### config.mk
export PLATFORM = sky130hd
export DESIGN_NAME = adder_rr_scheduler
export DESIGN_NICKNAME = d
export VERILOG_FILES = /design/src/rtl/adder_rr_scheduler.sv
export SDC_FILE = /design/constraint.sdc
export NUM_CORES = 1
export LEC_CHECK = 0
export CORE_ASPECT_RATIO = 0.9
export CORE_MARGIN = 8
export CORE_UTILIZATION = 34
export CTS_BUF_LIST = sky130_fd_sc_hd__clkbuf_4
export CTS_CLUSTER_SIZE = 20
export DETAILED_ROUTE_END_ITERATION = 10
export PLACE_DENSITY = 0.86
export SKIP_CTS_REPAIR_TIMING = 1
export SYNTH_ARGS = -nofsm -noshare
export SYNTH_HDL_FRONTEND = slang
export SYNTH_SLANG_ARGS = --single-unit
export TNS_END_PERCENT = 100
### constraint.sdc
create_clock -name clk -period 9.3 [get_ports clk]
set_input_delay 2.79 -clock clk [delete_from_list [all_inputs] [get_ports clk]]
set_output_delay 2.79 -clock clk [all_outputs]
set_load 0.05 [all_outputs]
### src/rtl/adder_rr_scheduler.sv
// Round-robin scheduler that shares one W-bit adder among NREQ valid/ready requesters,
// with multi-beat carry chaining and a one-deep response slot. Optional: ADDER_SCHED_STATS_EN.
module adder_rr_scheduler #(
    parameter int unsigned INPUT_LEN = 16,
    parameter int unsigned W         = INPUT_LEN,
    parameter int unsigned NREQ      = 4,
    parameter int unsigned IDW       = 2
) (
    input  logic              clk,
    input  logic              rst,
    input  logic [NREQ-1:0]   req_valid,
    output logic [NREQ-1:0]   req_ready,
    input  logic [NREQ*W-1:0] req_a,
    input  logic [NREQ*W-1:0] req_b,
    input  logic [NREQ-1:0]   req_cin,
    input  logic [NREQ-1:0]   req_chain,
    output logic [W-1:0]      add_a,
    output logic [W-1:0]      add_b,
    output logic              add_cin,
    input  logic [W-1:0]      add_o,
    input  logic              add_cout,
`ifdef ADDER_SCHED_STATS_EN
    input  logic              stat_clr,
    output logic [15:0]       stat_beats,
`endif
    output logic              rsp_valid,
    input  logic              rsp_ready,
    output logic [IDW-1:0]    rsp_id,
    output logic [W-1:0]      rsp_sum,
    output logic              rsp_cout,
    output logic              rsp_last
);

    typedef enum logic {
        ST_UNLOCKED = 1'b0,
        ST_LOCKED   = 1'b1
    } state_t;

    state_t         state_q, state_d;
    logic [IDW-1:0] ptr_q, ptr_d;
    logic [IDW-1:0] lock_id_q, lock_id_d;
    logic           carry_q, carry_d;
    logic           rsp_valid_q, rsp_valid_d;
    logic [W-1:0]   rsp_sum_q, rsp_sum_d;
    logic           rsp_cout_q, rsp_cout_d;
    logic [IDW-1:0] rsp_id_q, rsp_id_d;
    logic           rsp_last_q, rsp_last_d;

    logic           slot_free;
    logic           grant_valid;
    logic [IDW-1:0] grant_id;
    logic [IDW-1:0] cand;
    logic           accept;
    logic           chain_g;

    assign slot_free = !rsp_valid_q || rsp_ready;

    // grant_valid already implies req_valid of the winner, so a locked but idle
    // requester produces no grant and no req_ready.
    always_comb begin
        grant_valid = 1'b0;
        grant_id    = '0;
        cand        = '0;
        if (state_q == ST_LOCKED) begin
            grant_id    = lock_id_q;
            grant_valid = req_valid[lock_id_q];
        end else begin
            for (int unsigned k = 0; k < NREQ; k++) begin
                cand = IDW'((32'(ptr_q) + k) % NREQ);
                if (!grant_valid && req_valid[cand]) begin
                    grant_valid = 1'b1;
                    grant_id    = cand;
                end
            end
        end
    end

    assign accept  = grant_valid && slot_free;
    assign chain_g = req_chain[grant_id];

    always_comb begin
        req_ready = '0;
        if (accept) begin
            req_ready[grant_id] = 1'b1;
        end
    end

    always_comb begin
        add_a   = '0;
        add_b   = '0;
        add_cin = 1'b0;
        if (grant_valid) begin
            add_a   = req_a[32'(grant_id)*W +: W];
            add_b   = req_b[32'(grant_id)*W +: W];
            add_cin = (state_q == ST_LOCKED) ? carry_q : req_cin[grant_id];
        end
    end

    always_comb begin
        state_d     = state_q;
        ptr_d       = ptr_q;
        lock_id_d   = lock_id_q;
        carry_d     = carry_q;
        rsp_valid_d = rsp_valid_q;
        rsp_sum_d   = rsp_sum_q;
        rsp_cout_d  = rsp_cout_q;
        rsp_id_d    = rsp_id_q;
        rsp_last_d  = rsp_last_q;

        if (rsp_valid_q && rsp_ready) begin
            rsp_valid_d = 1'b0;
        end

        if (accept) begin
            rsp_valid_d = 1'b1;
            rsp_sum_d   = add_o;
            rsp_cout_d  = add_cout;
            rsp_id_d    = grant_id;
            rsp_last_d  = !chain_g;
            if (chain_g) begin
                state_d   = ST_LOCKED;
                lock_id_d = grant_id;
                carry_d   = add_cout;
            end else begin
                state_d = ST_UNLOCKED;
                ptr_d   = IDW'((32'(grant_id) + 1) % NREQ);
            end
        end
    end

    always_ff @(posedge clk or posedge rst) begin
        if (rst) begin
            state_q     <= ST_UNLOCKED;
            ptr_q       <= '0;
            lock_id_q   <= '0;
            carry_q     <= 1'b0;
            rsp_valid_q <= 1'b0;
            rsp_sum_q   <= '0;
            rsp_cout_q  <= 1'b0;
            rsp_id_q    <= '0;
            rsp_last_q  <= 1'b0;
        end else begin
            state_q     <= state_d;
            ptr_q       <= ptr_d;
            lock_id_q   <= lock_id_d;
            carry_q     <= carry_d;
            rsp_valid_q <= rsp_valid_d;
            rsp_sum_q   <= rsp_sum_d;
            rsp_cout_q  <= rsp_cout_d;
            rsp_id_q    <= rsp_id_d;
            rsp_last_q  <= rsp_last_d;
        end
    end

    assign rsp_valid = rsp_valid_q;
    assign rsp_sum   = rsp_sum_q;
    assign rsp_cout  = rsp_cout_q;
    assign rsp_id    = rsp_id_q;
    assign rsp_last  = rsp_last_q;

`ifdef ADDER_SCHED_STATS_EN
    logic [15:0] stat_q, stat_d;

    // Clear has priority over a same-cycle accept; the count saturates at all-ones.
    always_comb begin
        stat_d = stat_q;
        if (stat_clr) begin
            stat_d = '0;
        end else if (accept && (stat_q != '1)) begin
            stat_d = stat_q + 16'd1;
        end
    end

    always_ff @(posedge clk or posedge rst) begin
        if (rst) begin
            stat_q <= '0;
        end else begin
            stat_q <= stat_d;
        end
    end

    assign stat_beats = stat_q;
`endif

endmodule

# Word-level counts from Yosys, hierarchy flattened
# Cells that the tools add are included.
# W data, S select, Z words.
# op_classes
n_lt_le_gt_ge	7
mux	37
n_bitwise	1
shifts	2
reduce_logical	15
add_sub_neg	4
# ops
op	n
$shiftx A64 B7 Y16	2
$mux W16	2
$mux W1	21
$lt A2 B3 Y1 const B	6
$bmux W1 S2	7
$mux W2	5
$logic_and A1 B1 Y1	6
$logic_not A1 Y1	5
$add A2 B1 Y2 const B	2
$add A2 B2 Y2 const B	2
$mux W4	1
$reduce_and A2 Y1	2
$demux W1 S2	1
$ge A2 B1 Y1 const B	1
$reduce_bool A2 Y1	1
$logic_or A1 B1 Y1	1
$not A1 Y1	1
# word_totals
ff_bits	27
elab_cells	75

# Longest topological paths before layout
# Gate-level depths: netlist of the first run.
# depth
depth_word	21
depth_mapped	8
ltp_nobuf	7

# Least setup slack after synthesis of the first run
# No wires, ideal clock.
# synth_path
path_type	input-to-output
from	input req_valid[3]
to	output add_cin
t_arrival_ps	5427
path_buffers	1
path_stages	7
setup_slack_ps	1083
path_cell_list	nand2b_1 -> a31oi_1 -> o41ai_4 -> buf_4 -> inv_1 -> mux2_2 -> o21ai_0
# synth_between
elab_chain_len	20
elab_cells_between_ends	33
cone_classes	mux: 27; reduce/logical: 6
# synth_lines
item	line	text
start, declared	11	input logic [NREQ-1:0] req_valid,
$bmux W1 S2	70	if (!grant_valid && req_valid[cand]) begin
$mux W1 (implied by the code)	70	
$mux W1	70	
$mux W1	64	if (state_q == ST_LOCKED) begin
$logic_not A1 Y1	70	
$logic_and A1 B1 Y1	70	
$mux W1	70	
$mux W1	64	
[5 not listed]	--	
$logic_and A1 B1 Y1	70	
$mux W2 *	70	
$mux W2 *	64	
via grant_id[0]	51	logic [IDW-1:0] grant_id;
$bmux W1 S2 *	95	add_cin = (state_q == ST_LOCKED) ? carry_q : req_cin[grant_id];
$mux W1 (implied by the code) *	95	
$mux W1 *	95	
$mux W1 *	92	if (grant_valid) begin
end, declared	19	output logic add_cin,
# The timed path passes the listed nets; every way through them passes the cells marked *. The select of a mux whose other input is x is not followed.

# Final worst setup path of the first run
# layout_path
from	input req_valid[1]
to	output add_a[1]
# layout_between
elab_chain_len	18
elab_cells_between_ends	31
cone_classes	shift: 1; mux: 24; reduce/logical: 6
# layout_lines
item	line	text
$bmux W1 S2	70	
$mux W1 (implied by the code)	70	
$mux W1	70	
$mux W1	64	
$logic_not A1 Y1	70	
$logic_and A1 B1 Y1	70	
$mux W1	70	
$mux W1	64	
[2 not listed]	--	
$mux W1	70	
$mux W1	64	
$logic_not A1 Y1	70	
$logic_and A1 B1 Y1	70	
$mux W2	70	
$mux W2	64	
$shiftx A64 B7 Y16	93	add_a = req_a[32'(grant_id)*W +: W];
$mux W16 *	92	
end, declared	17	output logic [W-1:0] add_a,
# Every way passes the cells marked *; elsewhere a longest branch is shown, timed or not. The select of a mux whose other input is x is not followed.

==> flow_metrics.tcl, run 1 <==
set metrics [dict create \
    outcome "finished clean" \
    clock_skew_ps 15.56 \
    fmax_mhz 112.5 \
    clockBufferDepth 2 \
    die_w_um 104.0 \
    crit_type "in -> out" \
    first_iter_violations 136 \
    drc 0 \
    relSlewSlack_pct 30.53 \
    grt-ovfl-total 0 \
    cts_tree "done" \
    synth_nets 389 \
    finalWeightedCongestion 0.9279 \
    area_growth_syn_to_layout_pct 97.52 \
    fp.dieArea_um2 9906 \
    min_delay_path_depth 2 \
    grt_usage_pct 20.13 \
    dpl.cell_count 522 \
    arrival_ps 6100 \
    yosysMostFrequentCell "nand2_1" \
    start_kind "input pin" \
    synth_seq_cells 27 \
    r2r_slack_ps 6250 \
    clk_latency_ps 320 \
    syn_area_per_cell_um2 10.54 \
    rows 29 \
    final_cell_area_um2 4683 \
    core_um2 6894 \
    grt_max_degree 38 \
    rsz0062_at_grt "no" \
    yosysWarnings 0 \
    cts_buffers 3 \
    wl_per_cell_um 20.54 \
    p_sw_w 0.001093 \
    ys_top_cells_by_count "57 x nand2_1, 35 x nor2b_1, 31 x mux4_2, 27 x dfrtp_1, 12 x clkbuf_1" \
    start_util_pct 34.39 \
    grt_pass1_wl_um 15920 \
    synth_top_area_cell "mux4_2" \
    vias_per_cell 5.013 \
    synthArstFlopShare_pct 100.0 \
    io_pins 218 \
    drive_gt1_share_pct 11.09 \
    synth_top_area_share_pct 29.45 \
    maxSlewViolCount 0 \
    comb_power_share_pct 86.2 \
    tns_ps 0 \
    worstPathMaxFanout 20 \
    drv_cap 0 \
    antennaDiodeCount 0 \
    syn_inst 225 \
    final_hold_viol_count 0 \
    synth_edf_count 0 \
    cts_root_buf "clkbuf_4" \
    fp.dieH_um 95.23 \
    synth_area_leaders "mux4_2 29%, dfrtp_1 28%, nor2b_1 9.2%" \
    antenna_found_initial 0 \
    ys_seq_area_share_pct 28.50 \
    fillers 547 \
    reg2reg_from "lock_id_q[0]$_DFFE_PP0P_" \
    instances_no_fill 526 \
    htreeDepth 1 \
    place_area_um2 4656 \
    io_buffers 217 \
    internal-power_w 0.0008657 \
    reg2reg_to "ptr_q[1]$_DFFE_PP0P_" \
    worstHoldStart "rsp_sum[2]$_DFFE_PP0P_" \
    reg2reg_depth 6 \
    power_density_nw_per_um2 418.2 \
    hold_class "reg -> reg" \
    dp_hpwl_um 9105 \
    drtAntennaViolNets 0 \
    fin_crit_ps 8891 \
    finalCritPeriodShare_pct 95.60 \
    min_to "rsp_sum[2]$_DFFE_PP0P_" \
    finalNetCount 598 \
    syn-cell-area_um2 2371 \
    synth.distinct_cells 30 \
    power_frac_seq_pct 11.2 \
    routed_wirelength_um 10800 \
    p_clk_share_pct 2.5 \
    clk_pin_slew_ps 130 \
    dr.pass1.iters 4 \
    required_ps 6510 \
    setup_violations 0 \
    synthFlopType "dfrtp_1" \
    tightest_slew_ps 1041 \
    switching_share_pct 55.80 \
    vias 2637 \
    end_kind "output pin" \
    grt_pass1_vias 2795 \
    clock-sinks 27 \
    ir_drop_mv 0.2863 \
    leakage_nw 1.877 \
]
## layout by cell type, fill, tap and decap left out, types with 4 or more instances in the layout
cell type	netlist	layout
and2_1	4	4
buf_4	3	4
clkdlybuf4s50_1	0	216
dfrtp_1	27	27
ha_1	4	4
mux2i_1	5	4
mux4_2	31	31
nand2_1	57	57
nand2b_1	7	7
nor2_1	4	4
nor2b_1	35	34
o21ai_0	7	7
## power groups by stage
stage               registers (W)  logic [W]  clock network, W
global placement         0.000218    0.00168                 0
finish                   0.000220    0.00169         0.0000498
detailed placement       0.000222    0.00170                 0
floorplan                0.000363    0.00102                 0
global route             0.000228    0.00178         0.0000560
CTS                      0.000219    0.00171         0.0000516
## kinds of logic after synthesis
| kind of cell | after synthesis | synth area share, % |
|---|---|---|
| DFF | 27 | 28.50 |
| buffers and inverters | 20 | 3.693 |
| muxes | 44 | 37.26 |
| AOI/OAI and AO/OA | 16 | 4.855 |
| and+or+nand+nor | 114 | 23.59 |
| adders and majority gates | 4 | 2.111 |
## critical path, stage by stage
cell,delay [ps]
clkdlybuf4s50_1,550
nor2b_1,200
a21boi_0,170
o311ai_4,850
buf_4,360
mux4_2,310
nor2b_1,140
clkdlybuf4s50_1,730
## worst max-delay path by stage
stage / start / end / slack (ps)
floorplan: req_valid[3] / add_cin / 1080
global route: req_valid[1] / add_a[4] / 210
global placement: req_valid[2] / add_a[6] / 480
CTS: req_valid[1] / add_a[1] / 410
detailed placement: req_valid[1] / add_a[1] / 420
finish: req_valid[1] / add_a[1] / 410
## per-stage QoR
stage | utilization, % | setup WS [ps] | total power (W) | hold WS, ps
after floorplan | - | 1083 | 0.001380 | 465.1
after global placement | 67.53 | 483.8 | 0.001900 | 457.9
after detailed placement | 67.53 | 417.2 | 0.001925 | 462.5
after CTS | 67.93 | 409.4 | 0.001978 | 494.2
after global routing | 67.93 | 209.4 | 0.002060 | 517.3
final | 67.93 | 409.3 | 0.001959 | 487.9
## state kept, by name (all words and copies together) (netlist names)
register and flops:
rsp_sum 16, lock_id_q 2, rsp_cout 1, ptr_q 2
rsp_valid 1, rsp_last 1, rsp_id 2, state_q 1
carry_q 1
## layer usage
layer	GRT usage (%)	vias to the layer above	wire, um
li1	-	1223	-
met5	0	-	0
met3	5.270	8	705
met2	36.71	117	5807
met1	23.99	1289	4183
met4	3.008	0	107
## area by class of cell
cell class	instances	area, um2	share of cell area (%)
timing repair buffer	221	2212	47.23
multi-input combinational	178	1640	35.03
sequential	27	675.6	14.43
tap	93	116.4	2.485
clock buffer	3	22.52	0.4809
inverter	3	11.26	0.2404
clock inverter	1	5.005	0.1069
Note: power is estimated with default switching activity, not from simulation.
==> run 2, diff against run 1 <==
--- a/config.mk
+++ b/config.mk
@@ -5,7 +5,8 @@
 export SDC_FILE = /design/constraint.sdc
 export NUM_CORES = 1
 export LEC_CHECK = 0
-export CORE_ASPECT_RATIO = 0.9
+export CAP_MARGIN = 20
+export CORE_ASPECT_RATIO = 1.4
 export CORE_MARGIN = 8
 export CORE_UTILIZATION = 34
 export CTS_BUF_LIST = sky130_fd_sc_hd__clkbuf_4
@@ -16,4 +17,3 @@
 export SYNTH_ARGS = -nofsm -noshare
 export SYNTH_HDL_FRONTEND = slang
 export SYNTH_SLANG_ARGS = --single-unit
-export TNS_END_PERCENT = 100
==> flow_metrics.tcl, run 2 (synthesis gave the netlist of run 1 again) <==
set metrics [dict create \
    drtAntennaViolNets 0 \
    p_clk_share_pct 2.5 \
    io_buffers 217 \
    end_kind "output pin" \
    drive_gt1_share_pct 11.29 \
    drc 0 \
    start_util_pct 34.63 \
    grt_max_degree 42 \
    ir_drop_mv 0.2424 \
    clk_pin_slew_ps 140 \
    wl_per_cell_um 20.14 \
    power_density_nw_per_um2 414.7 \
    grt_pass1_wl_um 15980 \
    tightest_slew_ps 970.5 \
    clk_latency_ps 320 \
    tns_ps 0 \
    switching_share_pct 55.78 \
    drv_cap 0 \
    setup_violations 0 \
    finalWeightedCongestion 0.8719 \
    cts_tree "done" \
    fmax_mhz 115.1 \
    vias_per_cell 4.968 \
    dp_hpwl_um 9180 \
    clock_skew_ps 1.008 \
    crit_type "in -> out" \
    clockBufferDepth 2 \
    final_common_cell "clkdlybuf4s50_1" \
    finish.utilization_pct 68.84 \
    arrival_ps 5900 \
    relSlewSlack_pct 35.00 \
    use_met1_pct 21.67 \
    fin_crit_ps 8690 \
    largest_reg_flops 16 \
    antenna_found_initial 0 \
    rsz0062_at_grt "no" \
    start_kind "input pin" \
    use_met2_pct 37.78 \
    cts_root_buf "clkbuf_4" \
    grt_usage_pct 20.58 \
    rows 36 \
    finalNetCount 599 \
    grt_pass1_vias 2901 \
    dpl.cell_count 524 \
    required_ps 6510 \
    final_cell_mix "216 x clkdlybuf4s50_1, 57 x nand2_1, 34 x nor2b_1" \
    vias 2628 \
    leakage_nw 1.889 \
    maxSlewViolCount 0 \
    outcome "finished clean" \
    clock-sinks 27 \
    worstPathMaxFanout 23 \
    power_frac_seq_pct 11.2 \
    final_hold_viol_count 0 \
    grt.busiest_layer "met2" \
    hold_class "reg -> reg" \
    grt-ovfl-total 0 \
    antennaDiodeCount 0 \
    io_pins 218 \
    htreeDepth 1 \
    internal-power_w 0.0008644 \
    dr.pass1.iters 4 \
    instances_no_fill 529 \
    area_growth_syn_to_layout_pct 98.79 \
    fp.dieH_um 114.8 \
    finalCritPeriodShare_pct 93.44 \
    die_w_um 86.58 \
    first_iter_violations 51 \
    cts_buffers 3 \
    grt_util_met3_pct 7.296 \
    comb_power_share_pct 86.3 \
    core_um2 6847 \
    p_sw_w 0.001090 \
    fp.dieArea_um2 9940 \
    routed_wirelength_um 10650 \
]
[run 2: cell types whose count changed in the layout (fill, tap and decap cells not counted), sizes merged]
| cell | change |
|---|---|
| buf | +1 |
[run 2: per-stage QoR]
step | worst slack [ps] | hold slack, ps | total power, W | instance area [um2]
CTS | 571.6 | 495.5 | 0.001977 | 4686
floorplan | 1083 | 465.1 | 0.001380 | 2371
global placement | 660.7 | 456.9 | 0.001898 | 4658
global route | 428.6 | 523.2 | 0.002063 | 4713
detailed placement | 567.1 | 461.6 | 0.001924 | 4658
finish | 609.7 | 490.2 | 0.001955 | 4713
[run 2: path summary, 6_finish.rpt]
path                                           from                endpoint  slack (ps)  cells after the start
min in group asynchronous                       rst    rsp_cout$_DFFE_PP0P_        2750                      2
max                                    req_valid[0]               add_a[15]         610                      8
max in group asynchronous                       rst  rsp_sum[3]$_DFFE_PP0P_        6130                      3
min reg2reg                  rsp_sum[6]$_DFFE_PP0P_  rsp_sum[6]$_DFFE_PP0P_         490                      2
max reg2reg                lock_id_q[0]$_DFFE_PP0P_    ptr_q[1]$_DFFE_PP0P_        6370                      6
min                          rsp_sum[6]$_DFFE_PP0P_  rsp_sum[6]$_DFFE_PP0P_         490                      2
[run 2: final cells by class]
cell class                      instances  area [um2]
Tap cell                               95       118.9
Multi-Input combinational cell        178        1640
Clock inverter                          1       5.005
Timing Repair Buffer                  222        2240
Sequential cell                        27       675.6
Fill cell                             561        2133
Clock buffer                            3       22.52
Inverter                                3       11.26
[run 2: critical path: stages]
cell and delay (ps):
clkdlybuf4s50_1 580, or3_1 160, a31oi_1 110, o41ai_4 360, buf_4 440, mux4_1 600, nor2b_1 140, clkdlybuf4s50_1 720
[run 2: power groups by stage]
stage / Combinational (W) / Sequential [W] / Clock (W)
final: 0.00169 / 0.000219 / 0.0000496
after global routing: 0.00178 / 0.000227 / 0.0000547
after CTS: 0.00171 / 0.000219 / 0.0000520
after detailed placement: 0.00170 / 0.000222 / 0
after global placement: 0.00168 / 0.000217 / 0
after floorplan: 0.00102 / 0.000363 / 0
[run 2: layer usage]
layer	wire length (um)	vias to the layer above	part of all wire, %
li1	-	1218	-
met1	3716	1257	35
met2	5528	137	52
met3	1183	16	11
met4	225	0	2.1
met5	0	-	0
